## config.mk

```make
export PLATFORM = sky130hd
export DESIGN_NAME = pwm_deadtime_gen
export DESIGN_NICKNAME = d
export VERILOG_FILES = /design/src/rtl/pwm_deadtime_gen_pkg.sv /design/src/rtl/pwm_deadtime_gen_channel.sv /design/src/rtl/pwm_deadtime_gen.sv
export SDC_FILE = /design/constraint.sdc
export NUM_CORES = 1
export LEC_CHECK = 0
export BUFFER_PORTS_ARGS = -buffer_cell sky130_fd_sc_hd__clkbuf_2
export CORE_MARGIN = 8
export CORE_UTILIZATION = 50
export DETAILED_ROUTE_END_ITERATION = 8
export PLACE_DENSITY = 0.73
export SLEW_MARGIN = 20
export SYNTH_ARGS = -nofsm -noshare
export SYNTH_HDL_FRONTEND = slang
export SYNTH_SLANG_ARGS = --single-unit
```

## constraint.sdc

```tcl
create_clock -name clk_i -period 2.8 [get_ports clk_i]
set_clock_uncertainty 0.15 [all_clocks]
set_input_delay 0.14 -clock clk_i [delete_from_list [all_inputs] [get_ports clk_i]]
set_output_delay 0.14 -clock clk_i [all_outputs]
set_load 0.1 [all_outputs]
```

## src/rtl/pwm_deadtime_gen_pkg.sv

```systemverilog
// Shared definitions for the PWM dead-time generator.
// Holds the channel FSM encoding and the dead-time counter reset value.
package pwm_deadtime_gen_pkg;

  typedef enum logic [2:0] {
    StOff  = 3'd0,
    StLsOn = 3'd1,
    StDtR  = 3'd2,
    StHsOn = 3'd3,
    StDtF  = 3'd4
  } dt_state_e;

  localparam int unsigned DtCntRst = 0;

endpackage

```

## src/rtl/pwm_deadtime_gen_channel.sv

```systemverilog
// One complementary channel: dead-time FSM, down-counter and raw (pre-polarity) drive registers.
// Drives follow the FSM state one cycle later, so an edge on the registered PWM reaches the pins two edges on.
module pwm_deadtime_gen_channel
  import pwm_deadtime_gen_pkg::*;
#(
  parameter int unsigned DT_BITS = 8
) (
  input  logic               clk_i,
  input  logic               rst_i,
  input  logic               run_i,
  input  logic               pwm_i,
  input  logic [DT_BITS-1:0] dt_rise_i,
  input  logic [DT_BITS-1:0] dt_fall_i,
  output logic               hs_o,
  output logic               ls_o,
  output logic               dt_active_o
);

  localparam logic [DT_BITS-1:0] CntOne = DT_BITS'(1);

  dt_state_e          r_state;
  logic [DT_BITS-1:0] r_cnt;
  logic               r_hs;
  logic               r_ls;
  logic               r_dt_active;
  logic               w_cnt_last;

  // Zero is only seen when OFF exits with a zero dead time; treat it as the final count.
  assign w_cnt_last = (r_cnt <= CntOne);

  always_ff @(posedge clk_i) begin
    if (rst_i) begin
      r_state     <= StOff;
      r_cnt       <= DT_BITS'(DtCntRst);
      r_hs        <= 1'b0;
      r_ls        <= 1'b0;
      r_dt_active <= 1'b0;
    end else begin
      r_hs        <= run_i & (r_state == StHsOn);
      r_ls        <= run_i & (r_state == StLsOn);
      r_dt_active <= run_i & (r_state inside {StOff, StDtR, StDtF});
      if (!run_i) begin
        r_state <= StOff;
      end else begin
        case (r_state)
          StOff: begin
            if (pwm_i) begin
              r_state <= StDtR;
              r_cnt   <= dt_rise_i;
            end else begin
              r_state <= StDtF;
              r_cnt   <= dt_fall_i;
            end
          end
          StLsOn: begin
            if (pwm_i) begin
              r_cnt   <= dt_rise_i;
              r_state <= (dt_rise_i == '0) ? StHsOn : StDtR;
            end
          end
          StDtR: begin
            if (!pwm_i) r_state <= StLsOn;
            else if (w_cnt_last) r_state <= StHsOn;
            else r_cnt <= r_cnt - CntOne;
          end
          StHsOn: begin
            if (!pwm_i) begin
              r_cnt   <= dt_fall_i;
              r_state <= (dt_fall_i == '0) ? StLsOn : StDtF;
            end
          end
          StDtF: begin
            if (pwm_i) r_state <= StHsOn;
            else if (w_cnt_last) r_state <= StLsOn;
            else r_cnt <= r_cnt - CntOne;
          end
          default: r_state <= StOff;
        endcase
      end
    end
  end

  assign hs_o        = r_hs;
  assign ls_o        = r_ls;
  assign dt_active_o = r_dt_active;

endmodule

```

## src/rtl/pwm_deadtime_gen.sv

```systemverilog
// Complementary PWM pairs with programmable dead time on both edges, one channel per pwm_i bit.
// Define PWM_DT_FAULT_EN to add the sticky fault shutdown (fault_i, fault_clr_i, fault_o).
module pwm_deadtime_gen
  import pwm_deadtime_gen_pkg::*;
#(
  parameter int unsigned N_CH    = 4,
  parameter int unsigned DT_BITS = 8
) (
  input  logic               clk_i,
  input  logic               rst_i,
`ifdef PWM_DT_FAULT_EN
  input  logic               fault_i,
  input  logic               fault_clr_i,
  output logic               fault_o,
`endif
  input  logic               cfg_en_i,
  input  logic               cfg_update_i,
  input  logic [DT_BITS-1:0] cfg_dt_rise_i,
  input  logic [DT_BITS-1:0] cfg_dt_fall_i,
  input  logic [N_CH-1:0]    cfg_pol_hs_i,
  input  logic [N_CH-1:0]    cfg_pol_ls_i,
  input  logic [N_CH-1:0]    pwm_i,
  output logic [N_CH-1:0]    hs_o,
  output logic [N_CH-1:0]    ls_o,
  output logic [N_CH-1:0]    dt_active_o
);

  logic [N_CH-1:0]    r_pwm;
  logic [DT_BITS-1:0] r_dt_rise;
  logic [DT_BITS-1:0] r_dt_fall;
  logic [N_CH-1:0]    w_hs;
  logic [N_CH-1:0]    w_ls;
  logic               w_run;

  always_ff @(posedge clk_i) begin
    if (rst_i) begin
      r_pwm     <= '0;
      r_dt_rise <= DT_BITS'(DtCntRst);
      r_dt_fall <= DT_BITS'(DtCntRst);
    end else begin
      r_pwm <= pwm_i;
      if (cfg_update_i) begin
        r_dt_rise <= cfg_dt_rise_i;
        r_dt_fall <= cfg_dt_fall_i;
      end
    end
  end

`ifdef PWM_DT_FAULT_EN
  logic r_fault;

  always_ff @(posedge clk_i) begin
    if (rst_i) r_fault <= 1'b0;
    else if (fault_i) r_fault <= 1'b1;
    else if (fault_clr_i) r_fault <= 1'b0;
  end

  // A raw fault_i blocks the same edge so the pins drop without waiting for the latch.
  assign w_run   = cfg_en_i & ~fault_i & ~r_fault;
  assign fault_o = r_fault;
`else
  assign w_run = cfg_en_i;
`endif

  for (genvar g = 0; g < N_CH; g++) begin : g_ch
    pwm_deadtime_gen_channel #(
      .DT_BITS (DT_BITS)
    ) u_ch (
      .clk_i       (clk_i),
      .rst_i       (rst_i),
      .run_i       (w_run),
      .pwm_i       (r_pwm[g]),
      .dt_rise_i   (r_dt_rise),
      .dt_fall_i   (r_dt_fall),
      .hs_o        (w_hs[g]),
      .ls_o        (w_ls[g]),
      .dt_active_o (dt_active_o[g])
    );
  end

  assign hs_o = w_hs ^ cfg_pol_hs_i;
  assign ls_o = w_ls ^ cfg_pol_ls_i;

endmodule

```

==> results.tsv, run 1 <==
metric	value	unit
IO Pins	44	
mean area per synthesized cell	7.76	um2
total track usage	22.5	%
WHS Path Cells	2	
unrepaired setup endpoints after global routing	false	
Max Transition Viols Final	0	
startpoint types	flop	
commonest non-fill, non-tap cells in the layout	dfxtp_1, nor2_1, a21oi_1	
Finished Layout Cells	877	
worst-case reg-to-reg path depth	5	
Slew HR	41.7	%
CTS max path bufs	2	
vias in the first global route	5283	
die footprint	14500	um2
commonest non-fill, non-tap cell in the layout	dfxtp_1	
DP Area	5720	um2
register bit count reported by yosys	76	
slowest stage delay, CP	0.57	ns
Overflow after GRT	0	
FMAX	433	MHz
H-tree levels	3	
Hold-fix buffers, CTS	20	
chip height	121	um
RR Endpoint	g_ch[0].u_ch.r_cnt[0]$_SDFFE_PP0P_	
Post-CTS Repair Setup Buffers	0	
Cell Chain, Critical Path	or3_1, or4b_4, o22ai_2, a211oi_2, a211oi_2	
CP arrival	2.45	ns
clock root buffer	clkbuf_8	
routability congestion estimate	0.927	
final antenna-violating net count	0	
final wirelength	16300	um
number of buffers added on ports	43	
Max VDD drop	0.289	mV
Starting Density	50.8	%
Hold WS	0.118	ns
Hold Vio Cnt, Final	0	
Critical Path RT	2.94	ns
post_cts resized	0	
die width	121	um
FF-to-FF setup slack	0.49	ns
Worst path slowest cell	or4b_4	
Core ar.	10700	um2
Area Growth Syn to Fin	12.1	%
final setup fails	0	
clk sinks	76	
global-route wire length before repair	26600	um
power per cell area	545	nW/um2
CTS clk-pin slew, worst paths	0.09	ns
initial antenna violation count	1	
Post-synth EDFFs	0	
Hold WC Path Type	in -> reg	
post-synth cell types	74	
Final TNS setup	0	ns
cells after synthesis	704	
vias	5543	
Worst path top cell family by delay	simple AND/OR/NAND/NOR gates	
syn nets	744	
post-route cell area	6130	um2
Placed Cells incl. Taps	839	
synthesized area	5460	um2
Seq/Total Area, Yosys	27.9	%
Hold EP	g_ch[3].u_ch.r_cnt[0]$_SDFFE_PP0P_	
Placement Rows	38	
Num CTS Buffers	9	
DRC	0	
max-cap violation count	0	
leakage	0.00234	uW
CTS tree	built	
WP buf/inv	0	
Post-synth top flop	dfxtp_1	
DP HPWL	11000	um
run status	completed	
hold path start	rst_i	
YS warnings	0	
kind of critical path	reg -> reg	
CP Capture Type	flop	
largest net degree at the start of global routing	33	
Setup WS pre-CTS	0.540	ns
WL/cell	18.6	um
RR Startpoint	g_ch[0].u_ch.r_cnt[2]$_SDFFE_PP0P_	
fin crit period	2.31	ns
Final #Nets	770	
share of async-settable or async-resettable flops after synthesis	0	%
most numerous cell on the critical path	a211oi_2	
Final period util	82.6	%
layout cells sized above 1	13.1	%
Final WS setup	0.489	ns
slew at the pin with the worst max-slew slack	0.873	ns
Vias/cell	6.32	
Pre-antenna DRT Iters	5	
CP max FO	11	
DRT iter0 DRCs	697	
fillcell total	1010	
Skew-Pair Late Insertion Delay	0.37	ns
==> state kept, by name, indices dropped and copies added (netlist names) <==
signal,flops
g_ch.u_ch.r_state,12
r_dt_rise,8
g_ch.u_ch.hs_o,4
r_dt_fall,8
g_ch.u_ch.dt_active_o,4
g_ch.u_ch.ls_o,4
r_pwm,4
g_ch.u_ch.r_cnt,32
==> through the flow <==
stage          total power [uW]  utilization [%]
3_5_place_dp               2420             53.2
3_3_place_gp               2390             53.2
5_1_grt                    3520             57.0
6_report                   3340             57.0
4_1_cts                    3330             57.0
2_1_floorplan              2160                -
==> power by group <==
part           total (uW)  leakage, uW  switching [uW]  internal, uW
clock                 896     0.000102             438           458
combinational        1100      0.00161             646           456
sequential           1340     0.000625             161          1180
total                3340      0.00234            1250          2090
==> cells in the mapped netlist (all sizes together) (7+ instances only) <==
library cell   n  area (um2)
a211oi        19         153
a21oi         61         305
a22o           7        61.3
a22oi         19         143
buf           22         116
clkbuf        47         176
dfxtp         76        1520
ha             8         100
inv           25        93.8
mux2i         42         420
nand2         38         143
nand2b        27         169
nand3         18        90.1
nor2          63         236
nor2b         18         113
nor3          24         120
o21ai         30         150
o221ai        12         105
o32ai          8        70.1
xnor2         10        87.6
xor2          10        87.6
==> worst reg2reg max path: cells and delay by family (launching register included) <==
family	cells	cell delay [ns]
AO/OA/AOI/OAI	3	0.74
AND/OR/NAND/NOR	2	0.98
flip-flops	1	0.36
==> worst max path at each step <==
stage                                          from                                    to  slack, ns  depth (start not counted)
3_5_place_dp     g_ch[0].u_ch.r_cnt[2]$_SDFFE_PP0P_    g_ch[0].u_ch.r_cnt[0]$_SDFFE_PP0P_       0.54                          5
5_1_grt        g_ch[1].u_ch.r_state[0]$_SDFFE_PP0P_    g_ch[1].u_ch.r_cnt[5]$_SDFFE_PP0P_       0.29                          6
6_report         g_ch[0].u_ch.r_cnt[2]$_SDFFE_PP0P_    g_ch[0].u_ch.r_cnt[0]$_SDFFE_PP0P_       0.49                          5
4_1_cts          g_ch[0].u_ch.r_cnt[2]$_SDFFE_PP0P_    g_ch[0].u_ch.r_cnt[0]$_SDFFE_PP0P_       0.53                          5
2_1_floorplan          g_ch[0].u_ch.hs_o$_SDFF_PP0_                               hs_o[0]       0.78                          1
3_3_place_gp              r_dt_fall[2]$_SDFFE_PP0P_  g_ch[2].u_ch.r_state[0]$_SDFFE_PP0P_       0.56                          5
==> final cells by class <==
class | count | area [um2] | area share (%)
repair buffers | 84 | 573 | 9.35
multi-input cells | 534 | 3550 | 58.0
clock inverters | 4 | 47.5 | 0.776
diodes | 2 | 5.00 | 0.0817
flip-flops and latches | 76 | 1520 | 24.8
inverters | 25 | 93.8 | 1.53
clock buffers | 12 | 155 | 2.53
well taps | 140 | 175 | 2.86
==> kinds of logic (layout without fill, tap and decap cells) <==
logic type	after synthesis	after routing	synth area share, %
XOR/XNOR	20	20	3.21
other	0	2	0
flip-flops	76	76	27.9
buffers and inverters	94	125	7.08
multiplexers	47	47	8.73
AND/OR/NAND/NOR	230	230	21.7
AO/OA/AOI/OAI	229	229	29.6
adder cells (fa/ha/maj)	8	8	1.83
==> layer usage <==
metal | up-vias | part of all wire (%) | GRT usage (%)
li1 | 2653 | - | -
met1 | 2606 | 42 | 27.9
met2 | 239 | 47 | 37.2
met3 | 45 | 7.1 | 3.73
met4 | 0 | 3.9 | 11.5
met5 | - | 0 | 0
(Power assumes the default switching activity.)
==> run 2, diff against run 1 <==
Clock period 2.8 ns to 2.2 ns, I/O delays scaled along.
==> results.tsv, run 2 (synthesis gave the netlist of run 1 again) <==
metric	value	unit	change
slew at the pin with the worst max-slew slack	0.564	ns	was 0.873 ns
CP max FO	5		was 11
Final #Nets	801		was 770
die footprint	14500	um2	unchanged
H-tree levels	3		unchanged
largest registers	g_ch.u_ch.r_cnt: 32 flops, g_ch.u_ch.r_state: 12 flops		unchanged
CTS max path bufs	2		unchanged
combinational power share	33.1	%	was 33.0%
final setup fails	0		unchanged
fin crit period	2.12	ns	was 2.31 ns
power share of the clock group	31.0	%	was 26.9%
commonest non-fill, non-tap cell in the layout	dfxtp_1		unchanged
clock root buffer	clkbuf_8		unchanged
total track usage	23.2	%	was 22.5%
final antenna-violating net count	0		unchanged
Max Transition Viols Final	0		unchanged
Area Growth Syn to Fin	17.8	%	was 12.1%
Reg power frac	36.0	%	was 40.1%
Placement Rows	38		unchanged
startpoint types	flop		unchanged
Hold Vio Cnt, Final	0		unchanged
power per cell area	721	nW/um2	was 545 nW/um2
DRT iter0 DRCs	725		was 697
largest reg by FF count	g_ch.u_ch.r_cnt		unchanged
Pre-antenna DRT Iters	6		was 5
Final period util	96.3	%	was 82.6%
Critical Path RT	2.30	ns	was 2.94 ns
Hold WC Path Type	in -> reg		unchanged
post-route cell area	6430	um2	was 6130 um2
die width	121	um	unchanged
Num CTS Buffers	9		unchanged
hold path start	cfg_update_i		was rst_i
FF-to-FF setup slack	0.08	ns	was 0.49 ns
Starting Density	50.8	%	unchanged
layout cells sized above 1	17.2	%	was 13.1%
slowest stage delay, CP	0.57	ns	about the same
largest net degree at the start of global routing	43		was 33
Max VDD drop	0.442	mV	was 0.289 mV
initial antenna violation count	1		unchanged
Switching Fraction	34.9	%	was 37.3%
Vias/cell	6.31		was 6.32
vias in the first global route	5474		was 5283
commonest non-fill, non-tap cells in the layout	dfxtp_1, nor2_1, a21oi_1		unchanged
Slew HR	62.3	%	was 41.7%
FMAX	472	MHz	was 433 MHz
fillcell total	965		was 1010
chip height	121	um	unchanged
IO Pins	44		unchanged
DP HPWL	11600	um	was 11000 um
kind of critical path	reg -> reg		unchanged
switching power	1620	uW	was 1250 uW
CP arrival	2.22	ns	was 2.45 ns
global-route wire length before repair	27400	um	was 26600 um
final wirelength	16900	um	was 16300 um
CTS clk-pin slew, worst paths	0.08	ns	was 0.09 ns
Worst path slowest cell	or4b_4		unchanged
Overflow after GRT	0		unchanged
run status	completed		unchanged
RR Startpoint	g_ch[0].u_ch.r_cnt[2]$_SDFFE_PP0P_		unchanged
max-cap violation count	0		unchanged
leakage	0.00253	uW	was 0.00234 uW
Core ar.	10700	um2	unchanged
DRC	0		unchanged
Cell Chain, Critical Path	or3_1, or4b_4, o22ai_2, buf_2, a21o_1, a21oi_1		was or3_1, or4b_4, o22ai_2, a211oi_2, a211oi_2
DP Area	5930	um2	was 5720 um2
max reg flops	32		unchanged
clk sinks	76		unchanged
CP Capture Type	flop		unchanged
Internal	3020	uW	was 2090 uW
CTS tree	built		unchanged
WL/cell	18.6	um	about the same
number of buffers added on ports	43		unchanged
Worst Setup SP	g_ch[0].u_ch.r_cnt[2]$_SDFFE_PP0P_		unchanged
Skew-Pair Late Insertion Delay	0.38	ns	was 0.37 ns
Core Util, Final	59.9	%	was 57.0%
vias	5722		was 5543
routability congestion estimate	0.945		was 0.927
[run 2: cell count changes in the layout (fill, tap and decap cells not counted), sizes merged]
cell / change
buf: +30
bufinv: +2
clkbuf: +1
clkinv: -2
clkinvlp: -1
diode: -1
dlygate4sd3: +1
[run 2: layer usage]
layer | part of all wire, % | track usage (%) | vias to the layer above
met5 | 0 | 0 | -
met3 | 6.6 | 4.01 | 43
met2 | 48 | 39.0 | 262
met1 | 42 | 28.2 | 2709
li1 | - | - | 2708
met4 | 2.7 | 11.2 | 0
[run 2: cell type report]
class	instances	area, um2	share of cell area [%]
multi-input combinational	534	3560	55.3
sequential	76	1530	23.7
timing repair buffer	115	810	12.6
clock buffer	13	179	2.78
tap	140	175	2.72
inverter	25	93.8	1.46
clock inverter	3	90.1	1.40
antenna	1	2.50	0.0389
[run 2: power by group through the flow]
stage                     clock [uW]  combinational (uW)  sequential [uW]
after CTS                       1450                1500             1660
after floorplan                    0                1130             1610
after global placement             0                1420             1680
after detailed placement           0                1460             1690
final                           1440                1540             1670
after global routing            1520                1670             1690
[run 2: path summary, 6_finish.rpt]
| kind | cells after the start | end |
|---|---|---|
| max reg2reg | 6 | g_ch[0].u_ch.r_cnt[5]$_SDFFE_PP0P_ |
| min | 3 | r_dt_fall[0]$_SDFFE_PP0P_ |
| max | 6 | g_ch[0].u_ch.r_cnt[5]$_SDFFE_PP0P_ |
| min reg2reg | 2 | g_ch[0].u_ch.r_cnt[1]$_SDFFE_PP0P_ |
[run 2: repair_timing]
item	4_1_cts	5_1_grt
hold buffers	21	0
endpoints found under the setup margin	0	10
endpoints found under the hold margin	25	0
buffers inserted	0	1
gates resized for setup	0	6
[run 2: through the flow]
| step | hold WS (ns) | TNS [ns] | setup slack [ns] | std cells | total power [uW] |
|---|---|---|---|---|---|
| 6_report | 0.240 | 0 | 0.0808 | 907 | 4640 |
| 5_1_grt | 0.250 | -0.0116 | -0.0116 | 907 | 4880 |
| 4_1_cts | 0.227 | 0 | 0.0698 | 904 | 4610 |
| 3_5_place_dp | 0.176 | 0 | 0.101 | 867 | 3150 |
| 3_3_place_gp | 0.176 | 0 | 0.138 | 867 | 3100 |
| 2_1_floorplan | 0.0882 | 0 | 0.205 | 704 | 2750 |
[run 2: worst max-delay path, delay by kind of cell (launching register included)]
| family | cells | cell delay, ns |
|---|---|---|
| and+or+nand+nor | 2 | 0.97 |
| AOI/OAI and AO/OA | 3 | 0.32 |
| buffers and inverters | 1 | 0.20 |
| DFF | 1 | 0.35 |
==> run 3, diff against run 2 <==
Settings changed: TNS_END_PERCENT set to 50.
Clock period 2.2 ns to 2.7 ns, I/O delays scaled along.
==> results.tsv, run 3 (synthesis gave the netlist of run 1 again) <==
metric	value	unit	change
Final #Nets	774		was 801
Num CTS Buffers	9		unchanged
DRT iter0 DRCs	578		was 725
RR Endpoint	g_ch[2].u_ch.r_cnt[1]$_SDFFE_PP0P_		was g_ch[0].u_ch.r_cnt[5]$_SDFFE_PP0P_
RR Startpoint	g_ch[2].u_ch.r_state[1]$_SDFFE_PP0P_		was g_ch[0].u_ch.r_cnt[2]$_SDFFE_PP0P_
WL/cell	18.0	um	was 18.6 um
commonest non-fill, non-tap cells in the layout	dfxtp_1, nor2_1, a21oi_1		unchanged
Core ar.	10700	um2	unchanged
clock root buffer	clkbuf_8		unchanged
clk sinks	76		unchanged
run status	completed		unchanged
commonest non-fill, non-tap cell in the layout	dfxtp_1		unchanged
Hold WC Path Type	in -> reg		unchanged
DP HPWL	10800	um	was 11600 um
die footprint	14500	um2	unchanged
final antenna-violating net count	0		unchanged
Final period util	85.5	%	was 96.3%
FMAX	433	MHz	was 472 MHz
final wirelength	15800	um	was 16900 um
unrepaired setup endpoints after global routing	false		
CP arrival	2.48	ns	was 2.22 ns
max reg flops	32		unchanged
fillcell total	1002		was 965
startpoint types	flop		unchanged
Final TNS setup	0	ns	unchanged
die width	121	um	unchanged
Slew HR	45.2	%	was 62.3%
leakage	0.00234	uW	was 0.00253 uW
final setup fails	0		unchanged
Max Transition Viols Final	0		unchanged
Skew-Pair Late Insertion Delay	0.38	ns	about the same
Max VDD drop	0.220	mV	was 0.442 mV
Placement Rows	38		unchanged
total track usage	22.0	%	was 23.2%
chip height	121	um	unchanged
kind of critical path	reg -> reg		unchanged
largest registers	g_ch.u_ch.r_cnt: 32 flops, g_ch.u_ch.r_state: 12 flops		unchanged
vias	5546		was 5722
Multi-input gate area	3550	um2	was 3560 um2
global-route wire length before repair	26200	um	was 27400 um
Worst Setup SP	g_ch[2].u_ch.r_state[1]$_SDFFE_PP0P_		was g_ch[0].u_ch.r_cnt[2]$_SDFFE_PP0P_
Hold-fix buffers, CTS	20		was 21
Starting Density	50.8	%	unchanged
Pre-antenna DRT Iters	5		was 6
CTS max path bufs	2		unchanged
CP max FO	23		was 5
Tot Pwr	3350	uW	was 4640 uW
register area	1520	um2	was 1530 um2
largest net degree at the start of global routing	34		was 43
H-tree levels	3		unchanged
worst-case reg-to-reg path depth	6		unchanged
layout cells sized above 1	13.7	%	was 17.2%
IO Pins	44		unchanged
post_cts resized	0		unchanged
CTS tree	built		unchanged
DRC	0		unchanged
initial antenna violation count	1		unchanged
power per cell area	547	nW/um2	was 721 nW/um2
Post-CTS Repair Setup Buffers	0		unchanged
Overflow after GRT	0		unchanged
CP Capture Type	flop		unchanged
vias in the first global route	5255		was 5474
number of buffers added on ports	43		unchanged
largest reg by FF count	g_ch.u_ch.r_cnt		unchanged
Hold WS	0.0416	ns	was 0.240 ns
fin crit period	2.31	ns	was 2.12 ns
Area Growth Syn to Fin	12.2	%	was 17.8%
Hold Vio Cnt, Final	0		unchanged
max-cap violation count	0		unchanged
Critical Path RT	2.87	ns	was 2.30 ns
FF-to-FF setup slack	0.39	ns	was 0.08 ns
slew at the pin with the worst max-slew slack	0.820	ns	was 0.564 ns
Vias/cell	6.30		was 6.31
routability congestion estimate	0.933		was 0.945
CP endpoint	g_ch[2].u_ch.r_cnt[1]$_SDFFE_PP0P_		was g_ch[0].u_ch.r_cnt[5]$_SDFFE_PP0P_
CTS clk-pin slew, worst paths	0.08	ns	about the same
## run 3: cell types whose count changed in the layout (fill, tap and decap cells not counted), sizes merged
cell	change
clkinvlp	+4
buf	-26
bufinv	-3
dlygate4sd3	-1
clkinv	+2
clkbuf	-3
## run 3: cell type report
cell class | count | share of cell area, %
multi-input combinational | 534 | 58.0
sequential | 76 | 24.8
tap | 140 | 2.86
inverter | 25 | 1.53
clock inverter | 6 | 0.653
clock buffer | 10 | 2.25
antenna | 1 | 0.0408
timing repair buffer | 88 | 9.84
## run 3: how the worst min path moves through the flow
stage,startpoint,endpoint,slack (ns),depth (start not counted)
2_1_floorplan,pwm_i[0],r_pwm[0]$_SDFF_PP0_,0.11,1
5_1_grt,rst_i,g_ch[2].u_ch.r_cnt[1]$_SDFFE_PP0P_,0.03,3
6_report,rst_i,g_ch[2].u_ch.r_cnt[1]$_SDFFE_PP0P_,0.04,3
3_3_place_gp,pwm_i[3],r_pwm[3]$_SDFF_PP0_,0.20,2
3_5_place_dp,pwm_i[1],r_pwm[1]$_SDFF_PP0_,0.21,2
4_1_cts,rst_i,g_ch[2].u_ch.r_cnt[1]$_SDFFE_PP0P_,0.04,3
## run 3: through the flow
stage	util, %	setup WS [ns]	cells	cell area (um2)
6_report	57.0	0.391	880	6130
5_1_grt	57.0	0.281	880	6130
4_1_cts	57.0	0.408	879	6130
3_5_place_dp	53.5	0.415	843	5750
3_3_place_gp	53.5	0.481	843	5750
2_1_floorplan	-	0.680	704	5460
## run 3: power by group
| part | switching, uW | total (uW) | internal, uW |
|---|---|---|---|
| registers | 153 | 1370 | 1220 |
| clock network | 468 | 823 | 355 |
| logic | 677 | 1150 | 477 |
## run 3: per-layer routing
metal	global-route usage, %	routed length (um)	vias to the layer above
met3	4.06	1040	43
li1	-	-	2657
met1	26.7	6690	2630
met4	10.8	524	0
met2	36.9	7590	216
met5	0	0	-
## run 3: worst max-delay path, stage by stage, from the launching register on
cell	delay, ns
dfxtp_1	0.58
nor2b_1	0.27
nor4b_1	0.47
a32oi_1	0.10
buf_4	0.20
a2111oi_0	0.32
o21a_1	0.15
